==> config.mk <==
export PLATFORM = sky130hd
export DESIGN_NAME = arith_seq_unit
export DESIGN_NICKNAME = d
export VERILOG_FILES = /design/src/rtl/arith_seq_pkg.sv /design/src/rtl/arith_iter_step.sv /design/src/rtl/arith_seq_unit.sv
export SDC_FILE = /design/constraint.sdc
export NUM_CORES = 1
export LEC_CHECK = 0
export CAP_MARGIN = 20
export CELL_PAD_IN_SITES_DETAIL_PLACEMENT = 1
export CELL_PAD_IN_SITES_GLOBAL_PLACEMENT = 1
export CORE_ASPECT_RATIO = 0.75
export CORE_UTILIZATION = 39
export CTS_BUF_LIST = sky130_fd_sc_hd__clkbuf_4 sky130_fd_sc_hd__clkbuf_8
export CTS_CLUSTER_DIAMETER = 100
export DETAILED_ROUTE_END_ITERATION = 8
export PLACE_DENSITY = 0.79
export SLEW_MARGIN = 25
export SYNTH_ARGS = -nofsm -noshare
export SYNTH_HDL_FRONTEND = slang
export SYNTH_SLANG_ARGS = --single-unit
==> constraint.sdc <==
create_clock -name clk -period 3.1 [get_ports clk]
set_input_delay 0.775 -clock clk [delete_from_list [all_inputs] [get_ports clk]]
set_output_delay 0.775 -clock clk [all_outputs]
set_load 0.02 [all_outputs]
==> src/rtl/arith_seq_pkg.sv <==
// Shared definitions for the sequential arithmetic unit.
//   op_e     : command op-codes carried on cmd_op
//   state_e  : FSM states of arith_seq_unit
//   OPC_*    : raw op-code constants for code that works on plain vectors
package arith_seq_pkg;

  localparam int OP_W = 3;

  typedef enum logic [OP_W-1:0] {
    OP_ADD = 3'd0,
    OP_SUB = 3'd1,
    OP_AND = 3'd2,
    OP_XOR = 3'd3,
    OP_SHL = 3'd4,
    OP_SHR = 3'd5,
    OP_MUL = 3'd6,
    OP_DIV = 3'd7
  } op_e;

  typedef enum logic [1:0] {
    ST_IDLE = 2'd0,
    ST_EXEC = 2'd1,
    ST_ITER = 2'd2,
    ST_DONE = 2'd3
  } state_e;

  localparam logic [OP_W-1:0] OPC_ADD = 3'd0;
  localparam logic [OP_W-1:0] OPC_SUB = 3'd1;
  localparam logic [OP_W-1:0] OPC_AND = 3'd2;
  localparam logic [OP_W-1:0] OPC_XOR = 3'd3;
  localparam logic [OP_W-1:0] OPC_SHL = 3'd4;
  localparam logic [OP_W-1:0] OPC_SHR = 3'd5;
  localparam logic [OP_W-1:0] OPC_MUL = 3'd6;
  localparam logic [OP_W-1:0] OPC_DIV = 3'd7;

endpackage

==> src/rtl/arith_iter_step.sv <==
// One combinational iteration of the multi-cycle operations.
//   is_div : 1 = restoring-divide step, 0 = shift-add multiply step
//   m      : multiplicand (MUL) or divisor (DIV)
//   hi, lo : current partial result (high / low word)
//   hi_nxt, lo_nxt : partial result after this step
// MUL: {hi,lo} holds {partial product, remaining multiplier}; add m when the
//      multiplier LSB is set, then shift the whole pair right by one.
// DIV: {hi,lo} holds {remainder, remaining dividend/quotient}; shift left,
//      trial-subtract m, keep the difference when it did not borrow.
// Divide path only present when ARITH_SEQ_DIV_EN is defined.
module arith_iter_step
  #(parameter int WIDTH = 30)
  (
    input  logic             is_div,
    input  logic [WIDTH-1:0] m,
    input  logic [WIDTH-1:0] hi,
    input  logic [WIDTH-1:0] lo,
    output logic [WIDTH-1:0] hi_nxt,
    output logic [WIDTH-1:0] lo_nxt
  );

  logic [WIDTH:0] add_sum;

  assign add_sum = {1'b0, hi} + (lo[0] ? {1'b0, m} : {(WIDTH+1){1'b0}});

`ifdef ARITH_SEQ_DIV_EN
  logic [WIDTH:0]   shl_rem;
  logic [WIDTH+1:0] trial;
  logic             borrow;
  logic             unused_bits;

  assign shl_rem = {hi, lo[WIDTH-1]};
  assign trial   = {1'b0, shl_rem} - {2'b00, m};
  assign borrow  = trial[WIDTH+1];
  // The remainder always stays below m, so these top bits carry no information
  // once the borrow has been decided.
  assign unused_bits = trial[WIDTH] ^ shl_rem[WIDTH];

  always_comb begin
    hi_nxt = add_sum[WIDTH:1];
    lo_nxt = {add_sum[0], lo[WIDTH-1:1]};
    if (is_div) begin
      hi_nxt = borrow ? shl_rem[WIDTH-1:0] : trial[WIDTH-1:0];
      lo_nxt = {lo[WIDTH-2:0], ~borrow};
    end
  end
`else
  logic unused_is_div;
  assign unused_is_div = is_div;

  always_comb begin
    hi_nxt = add_sum[WIDTH:1];
    lo_nxt = {add_sum[0], lo[WIDTH-1:1]};
  end
`endif

endmodule

==> src/rtl/arith_seq_unit.sv <==
// Sequential arithmetic unit: single-cycle ALU ops plus multi-cycle MUL/DIV.
// Ports:
//   clk, resetn            clock, asynchronous active-low reset
//   cmd_valid/cmd_ready    command handshake; cmd_op, opa, opb are the command
//   res_valid/res_ready    result handshake; res_lo (C reg), res_hi (B reg),
//                          res_carry, res_err are the result
//   dbg_state              current FSM state (state_e encoding)
// Handshakes: a transfer happens on a rising edge where valid & ready are both
// high; a producer holds its payload stable while valid is high and ready low.
// Config: define ARITH_SEQ_DIV_EN to build the restoring divider; otherwise
// op DIV completes in one cycle with res_err=1 and zero results.
// Multi-cycle ops spend one ITER cycle moving operands into place, then WIDTH
// step cycles, so the result appears WIDTH+1 cycles after accept.
module arith_seq_unit
  import arith_seq_pkg::*;
  #(
    parameter int WIDTH = 30,
    parameter int CNT_W = $clog2(WIDTH+1)
  )
  (
    input  logic             clk,
    input  logic             resetn,
    input  logic             cmd_valid,
    output logic             cmd_ready,
    input  logic [2:0]       cmd_op,
    input  logic [WIDTH-1:0] opa,
    input  logic [WIDTH-1:0] opb,
    output logic             res_valid,
    input  logic             res_ready,
    output logic [WIDTH-1:0] res_lo,
    output logic [WIDTH-1:0] res_hi,
    output logic             res_carry,
    output logic             res_err,
    output logic [1:0]       dbg_state
  );

  state_e           state_q, state_d;
  op_e              op_q, op_d;
  logic [WIDTH-1:0] a_q, a_d, b_q, b_d, c_q, c_d;
  logic             carry_q, carry_d, err_q, err_d, prep_q, prep_d;
  logic [CNT_W-1:0] cnt_q, cnt_d;
  logic             accept;
  logic [WIDTH:0]   add_ext, sub_ext;
  logic [WIDTH-1:0] step_hi, step_lo;
  logic             step_is_div;

  assign accept      = cmd_valid && (state_q == ST_IDLE);
  assign add_ext     = {1'b0, a_q} + {1'b0, b_q};
  assign sub_ext     = {1'b0, a_q} + {1'b0, ~b_q} + {{WIDTH{1'b0}}, 1'b1};
  assign step_is_div = (op_q == OP_DIV);

  arith_iter_step #(.WIDTH(WIDTH)) u_step (
    .is_div (step_is_div),
    .m      (a_q),
    .hi     (b_q),
    .lo     (c_q),
    .hi_nxt (step_hi),
    .lo_nxt (step_lo)
  );

  // FSM: state register
  always_ff @(posedge clk or negedge resetn) begin
    if (!resetn) state_q <= ST_IDLE;
    else         state_q <= state_d;
  end

  // FSM: next state
  always_comb begin
    state_d = state_q;
    case (state_q)
      ST_IDLE: begin
        if (cmd_valid) begin
          case (op_e'(cmd_op))
            OP_MUL: state_d = ST_ITER;
`ifdef ARITH_SEQ_DIV_EN
            OP_DIV: state_d = (opb == '0) ? ST_EXEC : ST_ITER;
`endif
            default: state_d = ST_EXEC;
          endcase
        end
      end
      ST_EXEC: state_d = ST_DONE;
      ST_ITER: if (!prep_q && (cnt_q == '0)) state_d = ST_DONE;
      ST_DONE: if (res_ready) state_d = ST_IDLE;
      default: state_d = ST_IDLE;
    endcase
  end

  // FSM: outputs
  always_comb begin
    cmd_ready = (state_q == ST_IDLE);
    res_valid = (state_q == ST_DONE);
    dbg_state = state_q;
  end

  assign res_lo    = c_q;
  assign res_hi    = b_q;
  assign res_carry = carry_q;
  assign res_err   = err_q;

  // Datapath registers
  always_ff @(posedge clk or negedge resetn) begin
    if (!resetn) begin
      op_q    <= OP_ADD;
      a_q     <= '0;
      b_q     <= '0;
      c_q     <= '0;
      carry_q <= 1'b0;
      err_q   <= 1'b0;
      prep_q  <= 1'b0;
      cnt_q   <= '0;
    end else begin
      op_q    <= op_d;
      a_q     <= a_d;
      b_q     <= b_d;
      c_q     <= c_d;
      carry_q <= carry_d;
      err_q   <= err_d;
      prep_q  <= prep_d;
      cnt_q   <= cnt_d;
    end
  end

  // Datapath next values
  always_comb begin
    op_d    = op_q;
    a_d     = a_q;
    b_d     = b_q;
    c_d     = c_q;
    carry_d = carry_q;
    err_d   = err_q;
    prep_d  = prep_q;
    cnt_d   = cnt_q;
    case (state_q)
      ST_IDLE: begin
        if (accept) begin
          op_d    = op_e'(cmd_op);
          a_d     = opa;
          b_d     = opb;
          carry_d = 1'b0;
          err_d   = 1'b0;
          prep_d  = 1'b1;
        end
      end
      ST_EXEC: begin
        b_d = '0;
        case (op_q)
          OP_ADD: {carry_d, c_d} = add_ext;
          OP_SUB: {carry_d, c_d} = sub_ext;  // carry = no borrow
          OP_AND: c_d = a_q & b_q;
          OP_XOR: c_d = a_q ^ b_q;
          OP_SHL: begin
            c_d     = {a_q[WIDTH-2:0], 1'b0};
            carry_d = a_q[WIDTH-1];
          end
          OP_SHR: begin
            c_d     = {1'b0, a_q[WIDTH-1:1]};
            carry_d = a_q[0];
          end
          OP_DIV: begin
            // Only reached for divide-by-zero, or when no divider is built.
            err_d = 1'b1;
`ifdef ARITH_SEQ_DIV_EN
            c_d = '1;
            b_d = a_q;
`else
            c_d = '0;
`endif
          end
          default: ;
        endcase
      end
      ST_ITER: begin
        if (prep_q) begin
          // Arrange operands: hi (B) = 0, lo (C) = multiplier or dividend,
          // A = multiplicand or divisor.
          prep_d = 1'b0;
          cnt_d  = CNT_W'(WIDTH-1);
          b_d    = '0;
`ifdef ARITH_SEQ_DIV_EN
          if (op_q == OP_DIV) begin
            c_d = a_q;
            a_d = b_q;
          end else begin
            c_d = b_q;
          end
`else
          c_d = b_q;
`endif
        end else begin
          b_d = step_hi;
          c_d = step_lo;
          if (cnt_q != '0) cnt_d = cnt_q - CNT_W'(1);
        end
      end
      default: ;
    endcase
  end

endmodule

After elaboration in Yosys (flattened, before gate mapping)
Cells that the tools add are included.
{"block": "classes", "reduce_logical": 20, "muxes": 21, "n_eq_ne": 17, "n_bitwise": 3, "addsub": 5}
{"operator": "30-bit case mux with 7 select lines", "count": 1}
{"operator": "30-bit two-way mux", "count": 4}
{"operator": "30-bit case mux with 3 select lines", "count": 1}
{"operator": "30-bit by 30-bit adder with 31-bit output", "count": 2}
{"operator": "30-bit case mux with 2 select lines", "count": 1}
{"operator": "30-bit by 31-bit adder with 31-bit output", "count": 1}
{"operator": "31-bit by 1-bit adder with 31-bit output, second input constant", "count": 1}
{"operator": "30-bit bitwise AND", "count": 1}
{"operator": "30-bit NOT", "count": 1}
{"operator": "30-bit bitwise XOR", "count": 1}
{"operator": "3-bit equality test, second input constant", "count": 4}
{"operator": "5-bit two-way mux", "count": 2}
{"operator": "2-bit AND reduction", "count": 5}
{"operator": "3-bit AND reduction", "count": 3}
{"operator": "2-bit two-way mux", "count": 4}
{"operator": "8-bit by 2-bit != test with 1-bit output, second input constant", "count": 1}
{"operator": "2-bit case mux with 4 select lines", "count": 1}
{"operator": "2-bit nonzero test", "count": 4}
{"operator": "3-bit by 2-bit equality test with 1-bit output, second input constant", "count": 2}
{"operator": "2-bit != test, second input constant", "count": 3}
{"operator": "1-bit case mux with 2 select lines", "count": 3}
{"operator": "5-bit logical NOT", "count": 1}
{"operator": "5-bit by 1-bit != test with 1-bit output, second input constant", "count": 1}
{"operator": "5-bit nonzero test", "count": 1}
{"operator": "other kinds (12)", "count": 17}
{"block": "totals", "inputBits": 67, "out_inout_bits": 66, "reg_bits": 103}

Logic depth before layout (Yosys ltp)
{"block": "depth", "ltp_word": 5, "ltp_mapped": 13}

Hierarchy
Synthesis repeated with hierarchy kept, for this count alone.
{"block": "hier_totals", "hier_cells": 1493, "hier_area_um2": 11710.0}
{"mod": "arith_seq_unit", "cells_per_inst": 1180, "instances": 1, "area_per_inst_um2": 9576.7}
{"mod": "arith_iter_step", "cells_per_inst": 313, "instances": 1, "area_per_inst_um2": 2133.3}

Worst setup path after synthesis
Ideal clock, no wire load.
{"block": "synth_timing", "path_kind": "register to register", "startpoint": "register c_q[0] (netlist: res_lo[0])", "endpoint": "register b_q[29] (netlist: res_hi[29])", "arrival_ns": 3.210, "path_buffers": 1, "path_slack_ns": -0.238, "path_stages_with_launch": 14, "path_cell_list": "dfrtp_1 -> clkbuf_1 -> and2_1 -> ha_1 -> fa_1 -> a21oi_2 -> o22ai_1 -> o41a_1 -> a41o_1 -> a311o_2 -> a31oi_1 -> o31ai_1 -> a21oi_1 -> o31ai_1"}
{"block": "synth_via", "elab_chain_cells": 4}
{"element": "start, declared", "line_no": "arith_seq_unit.sv:39", "text": "logic [WIDTH-1:0] a_q, a_d, b_q, b_d, c_q, c_d;"}
{"element": "start signal, assigned", "line_no": "arith_seq_unit.sv:107", "text": "c_q <= '0;"}
{"element": "start signal, assigned", "line_no": "arith_seq_unit.sv:116", "text": "c_q <= c_d;"}
{"element": "30-bit two-way mux", "line_no": "arith_iter_step.sv:24", "text": "assign add_sum = {1'b0, hi} + (lo[0] ? {1'b0, m} : {(WIDTH+1){1'b0}});"}
{"element": "30-bit by 31-bit adder with 31-bit output", "line_no": "arith_iter_step.sv:24"}
{"element": "30-bit two-way mux", "line_no": "arith_seq_unit.sv:174", "text": "if (prep_q) begin"}
{"element": "30-bit case mux with 3 select lines", "line_no": "arith_seq_unit.sv:134", "text": "case (state_q)"}
{"element": "end signal, assigned", "line_no": "arith_seq_unit.sv:106", "text": "b_q <= '0;"}
{"element": "end signal, assigned", "line_no": "arith_seq_unit.sv:115", "text": "b_q <= b_d;"}
{"element": "end, declared", "line_no": "arith_seq_unit.sv:39"}
No other way between the ends.
A chain may end at the register's enable or synchronous reset.

Worst setup path in the final report
{"block": "layout_timing", "startpoint": "register a_q[0]", "endpoint": "register b_q[27] (netlist: res_hi[27])"}
{"block": "layout_via", "elab_chain_cells": 4}
{"element": "start, declared", "line_no": "arith_seq_unit.sv:39"}
{"element": "start signal, assigned", "line_no": "arith_seq_unit.sv:105", "text": "a_q <= '0;"}
{"element": "start signal, assigned", "line_no": "arith_seq_unit.sv:114", "text": "a_q <= a_d;"}
{"element": "30-bit two-way mux", "line_no": "arith_iter_step.sv:24"}
{"element": "30-bit by 31-bit adder with 31-bit output", "line_no": "arith_iter_step.sv:24"}
{"element": "30-bit two-way mux", "line_no": "arith_seq_unit.sv:174"}
{"element": "30-bit case mux with 3 select lines", "line_no": "arith_seq_unit.sv:134"}
No other way between the ends.

==> impl_metrics.ini <==
[hold_path]
worstHoldPathType = in2async

[clock_network]
cts_tree = built
clk_latency_ns = 0.43
ctsHoldBuffers = 0
clock_path_buffers = 2
clkTransAtPathRegs_ns = 0.13
cts_inserted_buffers = 9
clockRootBuffer = clkbuf_8
clock-sinks = 103
cts.htree.levels = 3

[global_routing]
use_met1_pct = 53.2
antenna_found_initial = 1
grt_usage_pct = 36.6
overflow = 0
grt_max_degree = 76
first_global_vias = 12600
use_met3_pct = 12.6
gr-usage-met2_pct = 52.0
grt_pass1_wl_um = 79200
grt_most_used_layer = met1

[floorplan]
io_pins = 133
die-area_mm2 = 0.0289
die_x_um = 196
rows = 52
core-area_mm2 = 0.0273
initial_core_util_pct = 40.2
die-height_um = 147

[sta]
setup_ws_ns = -0.0713
fin_crit_ns = 3.17
timing.fmax_mhz = 315
worst_pin_slew_ns = 0.676
skew_ns = 0.0298
rsz0062_at_grt = true
setup_viol = 3
slew_viol_final = 0
fin_crit_sh_pct = 102
relSlewSlack_pct = 54.3
hold_viol = 0

[place]
numPortBuffers = 132
gp_congestion = 1.04
post-place-ws_ns = -0.139
dp_hpwl_um = 41800

[critical_path]
crit_chain = and2_4 > ha_4 > fa_2 > a21oi_4 > o22ai_2 > o41a_1 > a41o_1 > a311o_2 > a31oi_4 > o31ai_4 > mux2i_1 > nand2_1
cp_top_family = compound AO/OA/AOI/OAI gates
crit_path_start_kind = flop
crit_fanout = 4
worst_path_max_delay_cell = dfrtp_1
critPathCaptureType = flop
crit_required_ns = 3.41
slowest_delay_ns = 0.44
arrival_ns = 3.48
path_buf_inv = 0
criticalPathCategory = reg2reg

[logic_synthesis]
ys_warn_count = 0
syn_avg_cell_area_um2 = 7.88
synth_top_area_share_pct = 23.4
ys_ff_latch = 103
syn_nets = 1561
synth_top_area_cell = dfrtp_1
post-synth-top-count-cell = a21oi_1
synthesis.area_mm2 = 0.0110
ys_types = 84
synth_flop_cell = dfrtp_1
synth_edf_count = 0
ys_seq_area_share_pct = 23.4
synthArstFlopShare_pct = 100
synth_cells = 1395
synth_area_leaders = dfrtp_1 23%, ha_1 11%, a21oi_1 7.6%, mux2_2 4.6%, nor2_1 4.0%
synth_commonest_cells = 167 x a21oi_1, 117 x nor2_1, 103 x dfrtp_1

[cells_and_area]
area_growth_pct = 31.2
nNetsFinal = 1806
nFillCells = 3350
final_util_pct = 52.8
n_antenna_cell = 0
drive_above_1_share_pct = 20.7

[route]
firstDrtPassIters = 5
wl_um = 54600
drt_iter0_drc = 1327
wire_per_inst_um = 27.3
postRouteAntennaNets = 0
vias = 12900
drcViolationCount = 0
via_per_inst = 6.45

[run_status]
status = finished with violations
violations = setup timing

[flow_run]
maxCapViolCount = 0
flip-flops by register name, summed over array words and instances (netlist names):
| signal | cells |
|---|---|
| a_q | 30 |
| cnt_q | 5 |
| dbg_state | 2 |
| op_q | 3 |
| prep_q | 1 |
| res_carry | 1 |
| res_err | 1 |
| res_hi | 30 |
| res_lo | 30 |
logic make-up after synthesis:
kind of cell | synth area share (%)
buffers and inverters | 6.14
multiplexers | 8.07
flip-flops | 23.4
adder cells (fa/ha/maj) | 11.5
AND/OR/NAND/NOR | 16.2
XOR/XNOR | 4.38
AO/OA/AOI/OAI | 30.3
metal layers:
layer | up-vias | part of all wire, % | routed length (µm)
li1 | 5611 | - | -
met4 | 0 | 1.9 | 1050
met1 | 6384 | 44 | 24200
met2 | 778 | 41 | 22300
met5 | - | 0 | 0
met3 | 95 | 13 | 7000
worst paths after layout:
kind / depth (start not counted) / startpoint / slack, ns / end
min: 1 / resetn / 0.28 / res_hi[8]
max: 12 / a_q[0] / -0.07 / res_hi[27]
min in group clk: 1 / res_lo[4] / 0.53 / res_lo[4]
max in group asynchronous: 2 / resetn / 1.96 / res_hi[0]
max reg2reg: 12 / a_q[0] / -0.07 / res_hi[27]
min reg2reg: 1 / res_lo[4] / 0.53 / res_lo[4]
layout make-up:
cell class | instances | area (µm²) | share of cell area (%)
Inverter | 79 | 299 | 2.07
Clock inverter | 5 | 46.3 | 0.321
Sequential cell | 103 | 2580 | 17.9
Tap cell | 351 | 439 | 3.04
Clock buffer | 11 | 139 | 0.963
Multi-Input combinational cell | 1121 | 8100 | 56.2
Timing Repair Buffer | 326 | 2820 | 19.5
per-stage QoR:
step	hold slack, ns	setup TNS (ns)	instances	area (µm²)
final	0.279	-0.177	1996	14400
after global routing	0.285	-0.937	1996	14400
after CTS	0.265	-0.0346	1987	14100
after detailed placement	0.501	-0.472	1971	13800
after global placement	0.494	-0.0745	1971	13800
after floorplan	0.479	-0.00586	1395	11000
layout by cell type, fill, tap and decap left out, types with 37 or more instances in the layout:
master | Yosys | layout
nand2_1 | 91 | 91
ha_1 | 96 | 89
buf_4 | 1 | 191
nor2_1 | 117 | 116
o21ai_0 | 87 | 84
mux2_2 | 45 | 45
clkdlybuf4s50_1 | 0 | 131
inv_1 | 77 | 72
dfrtp_1 | 103 | 97
mux2i_1 | 38 | 38
a21oi_1 | 167 | 158
xnor2_1 | 38 | 37
timing repair:
action,4_1_cts,5_1_grt
buffers inserted,0,9
cloned,0,0
endpoints found under the setup margin,11,29
pin swaps,4,17
gates resized for setup,11,57
Power is left out: the tool's default activity adds up to more than one toggle a clock period on the data nets, which glitch-free logic cannot reach.
